<file path="src/rtl/keypad_pkg.sv">
// rtl/keypad_pkg.sv - keypad event kinds, scan states and key index helper
package keypad_pkg;

    typedef enum logic [1:0] {
        EVT_PRESS   = 2'd0,
        EVT_RELEASE = 2'd1,
        EVT_REPEAT  = 2'd2
    } evt_kind_e;

    typedef enum logic [1:0] {
        DRIVE,
        SETTLE,
        SAMPLE,
        HELD
    } scan_state_e;

    function automatic int key_idx(input int row, input int col, input int cols);
        return row * cols + col;
    endfunction

endpackage

</file>
<file path="src/rtl/keypad_scanner_if.sv">
// rtl/keypad_scanner_if.sv - keypad event stream (valid/ready, code, kind)
interface keypad_scanner_if #(
    parameter int CODE_W = 4
);
    logic              evt_valid;
    logic              evt_ready;
    logic [CODE_W-1:0] evt_code;
    logic [1:0]        evt_kind;

    modport master (output evt_valid, output evt_code, output evt_kind, input evt_ready);
    modport slave  (input evt_valid, input evt_code, input evt_kind, output evt_ready);
endinterface

</file>
<file path="src/rtl/keypad_evt_slot.sv">
// rtl/keypad_evt_slot.sv - one-entry event holding register with sticky overrun
module keypad_evt_slot
    import keypad_pkg::*;
#(
    parameter int CODE_W = 4
) (
    input  logic              clk,
    input  logic              rst_n,
    input  logic              push,
    input  logic [CODE_W-1:0] push_code,
    input  evt_kind_e         push_kind,
    input  logic              overrun_clr,
    output logic              overrun,
    keypad_scanner_if.master  evt
);
    logic pop;

    assign pop = evt.evt_valid && evt.evt_ready;

    always_ff @(posedge clk or negedge rst_n) begin
        if (!rst_n) begin
            evt.evt_valid <= 1'b0;
            evt.evt_code  <= '0;
            evt.evt_kind  <= 2'd0;
            overrun       <= 1'b0;
        end else begin
            if (push && (!evt.evt_valid || pop)) begin
                evt.evt_valid <= 1'b1;
                evt.evt_code  <= push_code;
                evt.evt_kind  <= push_kind;
            end else if (pop) begin
                evt.evt_valid <= 1'b0;
            end
            // A dropped event outranks a clear arriving in the same cycle.
            if (push && evt.evt_valid && !pop) begin
                overrun <= 1'b1;
            end else if (overrun_clr) begin
                overrun <= 1'b0;
            end
        end
    end
endmodule

</file>
<file path="src/rtl/keypad_scanner.sv">
// rtl/keypad_scanner.sv - ROWS x COLS keypad scanner with debounce, ghost rejection and repeat
module keypad_scanner
    import keypad_pkg::*;
#(
    parameter int ROWS        = 4,
    parameter int COLS        = 4,
    parameter int SETTLE_CYC  = 2000,
    parameter int DEB_SAMPLES = 4,
    parameter int REPEAT_EN   = 0,
    parameter int REPEAT_DLY  = 1000,
    parameter int REPEAT_PER  = 200
) (
    input  logic            clk,
    input  logic            rst_n,
    input  logic [COLS-1:0] col_n,
    output logic [ROWS-1:0] row_n,
    keypad_scanner_if.master evt,
    output logic            overrun,
    input  logic            overrun_clr,
    output logic            ghost
);
    localparam int CODE_W  = $clog2(ROWS * COLS);
    localparam int ROW_W   = $clog2(ROWS);
    localparam int COL_W   = $clog2(COLS);
    localparam int SET_W   = $clog2(SETTLE_CYC + 1);
    localparam int DEB_W   = $clog2(DEB_SAMPLES + 1);
    localparam int REP_MAX = (REPEAT_DLY > REPEAT_PER) ? REPEAT_DLY : REPEAT_PER;
    localparam int REP_W   = $clog2(REP_MAX + 1);

    scan_state_e       state;
    logic [COLS-1:0]   col_meta, col_sync, cols;
    logic [ROW_W-1:0]  row, row_next;
    logic [COL_W-1:0]  col_idx, cand;
    logic [SET_W-1:0]  settle_cnt;
    logic [DEB_W-1:0]  deb_cnt, deb_inc, rel_cnt;
    logic [REP_W-1:0]  rep_cnt;
    logic              multi, settle_done;
    logic              push;
    logic [CODE_W-1:0] push_code, sample_code, held_code;
    evt_kind_e         push_kind;

    always_ff @(posedge clk or negedge rst_n) begin
        if (!rst_n) begin
            col_meta <= '1;
            col_sync <= '1;
        end else begin
            col_meta <= col_n;
            col_sync <= col_meta;
        end
    end

    always_comb begin
        cols    = ~col_sync;
        col_idx = '0;
        for (int c = COLS - 1; c >= 0; c--) begin
            if (cols[c]) col_idx = COL_W'(c);
        end
        multi       = (cols & (cols - COLS'(1))) != '0;
        row_next    = (row == ROW_W'(ROWS - 1)) ? '0 : row + ROW_W'(1);
        settle_done = settle_cnt == SET_W'(SETTLE_CYC - 1);
        // deb_cnt==0 means no live candidate, so a stale cand from another row never matches.
        deb_inc     = (col_idx == cand && deb_cnt != '0) ? deb_cnt + DEB_W'(1) : DEB_W'(1);
        sample_code = CODE_W'(key_idx(int'(row), int'(col_idx), COLS));
        held_code   = CODE_W'(key_idx(int'(row), int'(cand), COLS));
    end

    always_ff @(posedge clk or negedge rst_n) begin
        if (!rst_n) begin
            state      <= DRIVE;
            row        <= '0;
            row_n      <= '1;
            settle_cnt <= '0;
            deb_cnt    <= '0;
            rel_cnt    <= '0;
            rep_cnt    <= '0;
            cand       <= '0;
            ghost      <= 1'b0;
            push       <= 1'b0;
            push_code  <= '0;
            push_kind  <= EVT_PRESS;
        end else begin
            ghost <= 1'b0;
            push  <= 1'b0;
            case (state)
                DRIVE: begin
                    row_n      <= ~(ROWS'(1) << row);
                    settle_cnt <= '0;
                    state      <= SETTLE;
                end
                SETTLE: begin
                    if (settle_done) state <= SAMPLE;
                    else             settle_cnt <= settle_cnt + SET_W'(1);
                end
                SAMPLE: begin
                    settle_cnt <= '0;
                    if (cols == '0 || multi) begin
                        ghost   <= multi;
                        deb_cnt <= '0;
                        row     <= row_next;
                        state   <= DRIVE;
                    end else if (deb_inc == DEB_W'(DEB_SAMPLES)) begin
                        cand      <= col_idx;
                        deb_cnt   <= '0;
                        rel_cnt   <= '0;
                        rep_cnt   <= REP_W'(REPEAT_DLY);
                        push      <= 1'b1;
                        push_code <= sample_code;
                        push_kind <= EVT_PRESS;
                        state     <= HELD;
                    end else begin
                        cand    <= col_idx;
                        deb_cnt <= deb_inc;
                        state   <= SETTLE;
                    end
                end
                HELD: begin
                    if (!settle_done) begin
                        settle_cnt <= settle_cnt + SET_W'(1);
                    end else begin
                        settle_cnt <= '0;
                        // Only the held column matters; other keys on this row are ignored.
                        if (col_sync[cand]) begin
                            if (rel_cnt == DEB_W'(DEB_SAMPLES - 1)) begin
                                rel_cnt   <= '0;
                                push      <= 1'b1;
                                push_code <= held_code;
                                push_kind <= EVT_RELEASE;
                                row       <= row_next;
                                state     <= DRIVE;
                            end else begin
                                rel_cnt <= rel_cnt + DEB_W'(1);
                            end
                        end else begin
                            rel_cnt <= '0;
                            if (REPEAT_EN != 0) begin
                                if (rep_cnt <= REP_W'(1)) begin
                                    rep_cnt   <= REP_W'(REPEAT_PER);
                                    push      <= 1'b1;
                                    push_code <= held_code;
                                    push_kind <= EVT_REPEAT;
                                end else begin
                                    rep_cnt <= rep_cnt - REP_W'(1);
                                end
                            end
                        end
                    end
                end
                default: state <= DRIVE;
            endcase
        end
    end

    keypad_evt_slot #(
        .CODE_W (CODE_W)
    ) u_slot (
        .clk         (clk),
        .rst_n       (rst_n),
        .push        (push),
        .push_code   (push_code),
        .push_kind   (push_kind),
        .overrun_clr (overrun_clr),
        .overrun     (overrun),
        .evt         (evt)
    );
endmodule
</file>
<file path="src/flat_wrapper.sv">
// flat-port wrapper written by rule: the top's interface ports become plain ports
module keypad_scanner_flat import keypad_pkg::*;
#(
    parameter int ROWS        = 4,
    parameter int COLS        = 4,
    parameter int SETTLE_CYC  = 2000,
    parameter int DEB_SAMPLES = 4,
    parameter int REPEAT_EN   = 0,
    parameter int REPEAT_DLY  = 1000,
    parameter int REPEAT_PER  = 200
)
  (clk, rst_n, col_n, row_n, overrun, overrun_clr, ghost, evt_evt_valid, evt_evt_code, evt_evt_kind, evt_evt_ready);
  keypad_scanner_if evt_i ();
  input  logic clk;
  input  logic rst_n;
  input  logic [COLS-1:0] col_n;
  output logic [ROWS-1:0] row_n;
  output logic overrun;
  input  logic overrun_clr;
  output logic ghost;
  output wire logic [$bits(evt_i.evt_valid)-1:0] evt_evt_valid;
  output wire logic [$bits(evt_i.evt_code)-1:0] evt_evt_code;
  output wire logic [$bits(evt_i.evt_kind)-1:0] evt_evt_kind;
  input wire logic [$bits(evt_i.evt_ready)-1:0] evt_evt_ready;
  assign evt_evt_valid = evt_i.evt_valid;
  assign evt_evt_code = evt_i.evt_code;
  assign evt_evt_kind = evt_i.evt_kind;
  assign evt_i.evt_ready = evt_evt_ready;
  keypad_scanner #(.ROWS(ROWS), .COLS(COLS), .SETTLE_CYC(SETTLE_CYC), .DEB_SAMPLES(DEB_SAMPLES), .REPEAT_EN(REPEAT_EN), .REPEAT_DLY(REPEAT_DLY), .REPEAT_PER(REPEAT_PER)) u_core (.clk(clk), .rst_n(rst_n), .col_n(col_n), .row_n(row_n), .evt(evt_i), .overrun(overrun), .overrun_clr(overrun_clr), .ghost(ghost));
endmodule
</file>
<file path="config.mk">
export PLATFORM = sky130hd
export DESIGN_NAME = keypad_scanner_flat
export DESIGN_NICKNAME = d
export VERILOG_FILES = /design/src/rtl/keypad_pkg.sv /design/src/rtl/keypad_scanner_if.sv /design/src/rtl/keypad_evt_slot.sv /design/src/rtl/keypad_scanner.sv /design/src/flat_wrapper.sv
export SDC_FILE = /design/constraint.sdc
export NUM_CORES = 1
export LEC_CHECK = 0
export ABC_AREA = 1
export CORE_MARGIN = 1.5
export CORE_UTILIZATION = 51
export DETAILED_ROUTE_END_ITERATION = 6
export GPL_ROUTABILITY_DRIVEN = 0
export HOLD_SLACK_MARGIN = 0.03
export PLACE_DENSITY = 0.78
export SLEW_MARGIN = 20
export SYNTH_ARGS = -nofsm -noshare
export SYNTH_HDL_FRONTEND = slang
export SYNTH_SLANG_ARGS = --single-unit
</file>
<file path="constraint.sdc">
create_clock -name clk -period 1.7 [get_ports clk]
set_clock_uncertainty 0.15 [all_clocks]
set_input_delay 0.425 -clock clk [delete_from_list [all_inputs] [get_ports clk]]
set_output_delay 0.425 -clock clk [all_outputs]
set_load 0.01 [all_outputs]
</file>
==> run_results.csv <==
group,metric,value,unit
clocking,clk_pin_slew_worst_paths,0.08,ns
floorplanning,die_width,70.1,um
critical_path,critPathMaxStageDelay,0.60,ns
routing,drc,0,
sta,timing.hold.ws,0.209,ns
grt,antenna_found_initial,0,
hold_path,hold_start,"u_core.col_meta[3]",
floorplanning,rows,24,
synth,synth_ff_type,"dfrtp_1",
critical_path,critPathLaunchType,"flop",
synth,async_flop_share,1.00,
synth,ys_seq_area_frac,0.541,
power_and_ir_drop,pwr-share-comb,0.041,
clocking,tritoncts.num_buffers,5,
sta,final-setup-viol-count,29,
placement,dp_slack,-0.109,ns
synth,ys_top_cells_by_area,"dfrtp_1 40%, dfstp_2 14%, nand2_1 7.5%",
outcome,violations,"negative setup slack",
routing,firstDrtPassIters,4,
critical_path,cp_max_fo,6,
final_layout,nets,339,
floorplanning,dieHeight,70.1,um
routing,wire_per_inst,15.8,um
clocking,clockBufferDepth,2,
critical_path,critPathLaunch,"u_core.col_sync[2]",
synth,synth_edf_count,0,
sta,setup_tns,-3.92,ns
power_and_ir_drop,clkPwrFrac,0.430,
floorplanning,start_util,0.527,
floorplanning,dieArea,4910,um2
final_layout,n_fill_cell,254,
power_and_ir_drop,totalPowerFinal,2.25,mW
power_and_ir_drop,vdd_drop_max,449,uV
clocking,h-tree-depth,2,
run,drv_cap,0,
critical_path,worstReg2RegStart,"u_core.col_sync[2]",
routing,num_vias,2034,
synth,yosysTopAreaCell,"dfrtp_1",
synth,syn_inst,251,
synth,yosysWarningCount,0,
sta,rsz0062_at_grt,"yes",
critical_path,cp.arrival,2.00,ns
sta,fmax,510,MHz
routing,drtIter0Drc,107,
grt,grt_pass1_vias,1927,
placement,dp_hpwl,3100,um
power_and_ir_drop,seqPwrFrac,0.529,
grt,gr-usage-all-layers,0.212,
critical_path,crit_family,"simple AND/OR/NAND/NOR gates",
critical_path,slowest_stage,"dfstp_2",
critical_path,crit_type,"reg2reg",
synth,syn_area_per_cell,9.14,um2
grt,grt_max_degree,50,
power_and_ir_drop,p_sw,447,uW
synth,synth_fp_nets,267,
final_layout,antennaDiodeCount,0,
final_layout,layout-drive-gt1-share,0.444,
sta,maxSlewViolCount,0,
floorplanning,ios,21,
critical_path,crit_buf_inv,1,
hold_path,hp-class,"reg2reg",
outcome,outcome,"finished, violations left",
synth,synth.distinct_cells,32,
floorplanning,design.core.area,4350,um2
critical_path,cp_cell_sequence,"nand2_2 -> nand2_1 -> and2_4 -> o21ai_2 -> nor2_2 -> inv_2 -> nand2_4 -> nand3_4 -> nand2_2 -> o21ai_2",
sta,post-route-min-period,1.96,ns
synth,synth_area,2290,um2
power_and_ir_drop,swShare,0.198,
clocking,cts_tree,"built",
sta,post-route-period-util,1.15,
sta,timing_hold_violations_final,0,
clocking,clock-sinks,49,
placement,port_buffers,19,
synth,synth-seq-cells,49,
clocking,clock_latency,0.31,ns
power_and_ir_drop,p_leak,1.59,nW
routing,drt_wl_total,5960,um
grt,grt_first_pass_wirelength,8220,um
power_and_ir_drop,powerDensity,673,nW/um2
critical_path,required,1.74,ns
power_and_ir_drop,intPower,1.81,mW
synth,yosys.area.top_type_share,0.403,
routing,routed_via_density,5.41,
sta,finalWorstSetupSlack,-0.261,ns
grt,grt_overflow,0,
critical_path,end_kind,"flop",
final_layout,area_delta_synth_final,45.9,%
routing,detail-route-antenna-nets,0,
clocking,root_buffer,"clkbuf_8",
-- cell families (layout without fill, tap and decap cells) --
family,Yosys count,count (layout),synth area share
and+or+nand+nor,107,108,0.225
AOI/OAI and AO/OA,43,43,0.102
adders and majority gates,8,8,0.0436
DFF,49,49,0.541
xor gates and xnor gates,1,1,0.00382
muxes,4,4,0.0196
other,1,1,0.00163
buffers and inverters,38,110,0.0638
-- cells in the final DEF (no fill, tap or decap), types with 2 or more instances in the layout --
master            n
clkdlybuf4s50_1   6
clkbuf_8          5
nor2_2            9
bufinv_16         2
o21ai_0           9
inv_2             9
nor3_1            2
a21oi_1           7
nor2_4            5
o21ai_2          10
dlygate4sd2_1     8
inv_4             2
dfrtp_1          37
nor3_2            2
clkdlybuf4s15_1   4
o21ai_1           9
nand3_2           3
nand2_1          34
inv_1            26
nand2_4           3
nand3_1           8
dfstp_2          12
nand2_2          15
a21oi_2           2
nor4_4            2
mux2_2            4
nand4_1           3
o32ai_4           2
ha_1              6
nand3_4           4
buf_6             8
nor2_1           15
buf_4            36
-- routing by layer --
layer  share of wire  track usage  vias up  routed length (um)
met5               0            0        -                   0
met4           0.057       0.0962        0                 341
met3           0.043       0.0592       30                 257
met2            0.51        0.377       72                3060
met1            0.39        0.234      967                2290
li1                -            -      965                   -
-- power by group through the flow --
stage	registers (mW)	clock network [mW]	logic (mW)
CTS	1.19	0.978	0.0851
floorplan	1.21	0	0.0244
global placement	1.21	0	0.0769
finish	1.19	0.969	0.0936
detailed placement	1.21	0	0.0787
global route	1.19	1.04	0.102
-- worst reg2reg max path, stage by stage (launching register included) --
cell	delay [ns]
dfstp_2	0.60
nand2_2	0.11
nand2_1	0.11
and2_4	0.18
o21ai_2	0.06
nor2_2	0.14
inv_2	0.10
nand2_4	0.13
nand3_4	0.12
nand2_2	0.10
o21ai_2	0.05
-- layout make-up --
type | instances | area (um2) | share of cell area
clock inverter | 3 | 65.1 | 0.0194
sequential | 49 | 1240 | 0.371
timing repair buffer | 65 | 566 | 0.169
inverter | 37 | 144 | 0.0430
tap | 52 | 65.1 | 0.0194
clock buffer | 5 | 68.8 | 0.0206
multi-input combinational | 165 | 1200 | 0.358
-- cells in the mapped netlist, types with 2 or more instances --
cell     count
o21ai_1      8
o32ai_1      2
mux2_2       4
nand2_2      5
nor2_1      26
inv_2        7
nand2_1     46
nand3_1     12
ha_1         8
dfrtp_1     37
a21oi_1      9
inv_1       30
nor3_1       4
dfstp_2     12
nor2_2       2
nand4_1      3
o21ai_0     21
-- through the flow --
stage | cell area [um2] | util | instances
CTS | 3110 | 0.715 | 371
finish | 3350 | 0.769 | 376
floorplan | 2290 | - | 251
global route | 3350 | 0.769 | 376
detailed placement | 2810 | 0.644 | 355
global placement | 2810 | 0.644 | 355
-- path summary, 6_finish.rpt --
check,depth (start not counted),to,slack [ns]
setup / recovery,10,u_core.push_code[1],-0.26
hold reg to reg,0,u_core.col_sync[3],0.21
max in group asynchronous,3,u_core.row_n[0],0.64
hold / removal,0,u_core.col_sync[3],0.21
min in group asynchronous,3,u_core.deb_cnt[2],0.49
setup reg to reg,10,u_core.push_code[1],-0.26
-- sequential cells by signal, indices dropped and copies added, names as in the netlist --
name,flops
u_core.row_n,4
u_core.row,2
u_core.push_kind,1
u_core.rel_cnt,3
u_core.col_sync,4
u_core.col_meta,4
u_core.push,1
u_core.cand,2
u_core.state,2
u_core.u_slot.evt.evt_kind,1
u_core.push_code,4
u_core.u_slot.evt.evt_valid,1
u_core.deb_cnt,3
u_core.u_slot.overrun,1
u_core.u_slot.evt.evt_code,4
u_core.ghost,1
u_core.settle_cnt,11
-- repair_timing --
item	4_1_cts	5_1_grt
gates resized for setup	44	62
buffers inserted	6	8
hold buffers	1	0
pin swaps	13	24
gates cloned	1	0
setup endpoints to repair	40	31
endpoints found under the hold margin	37	0
Note: power is estimated with default switching activity, not from simulation.
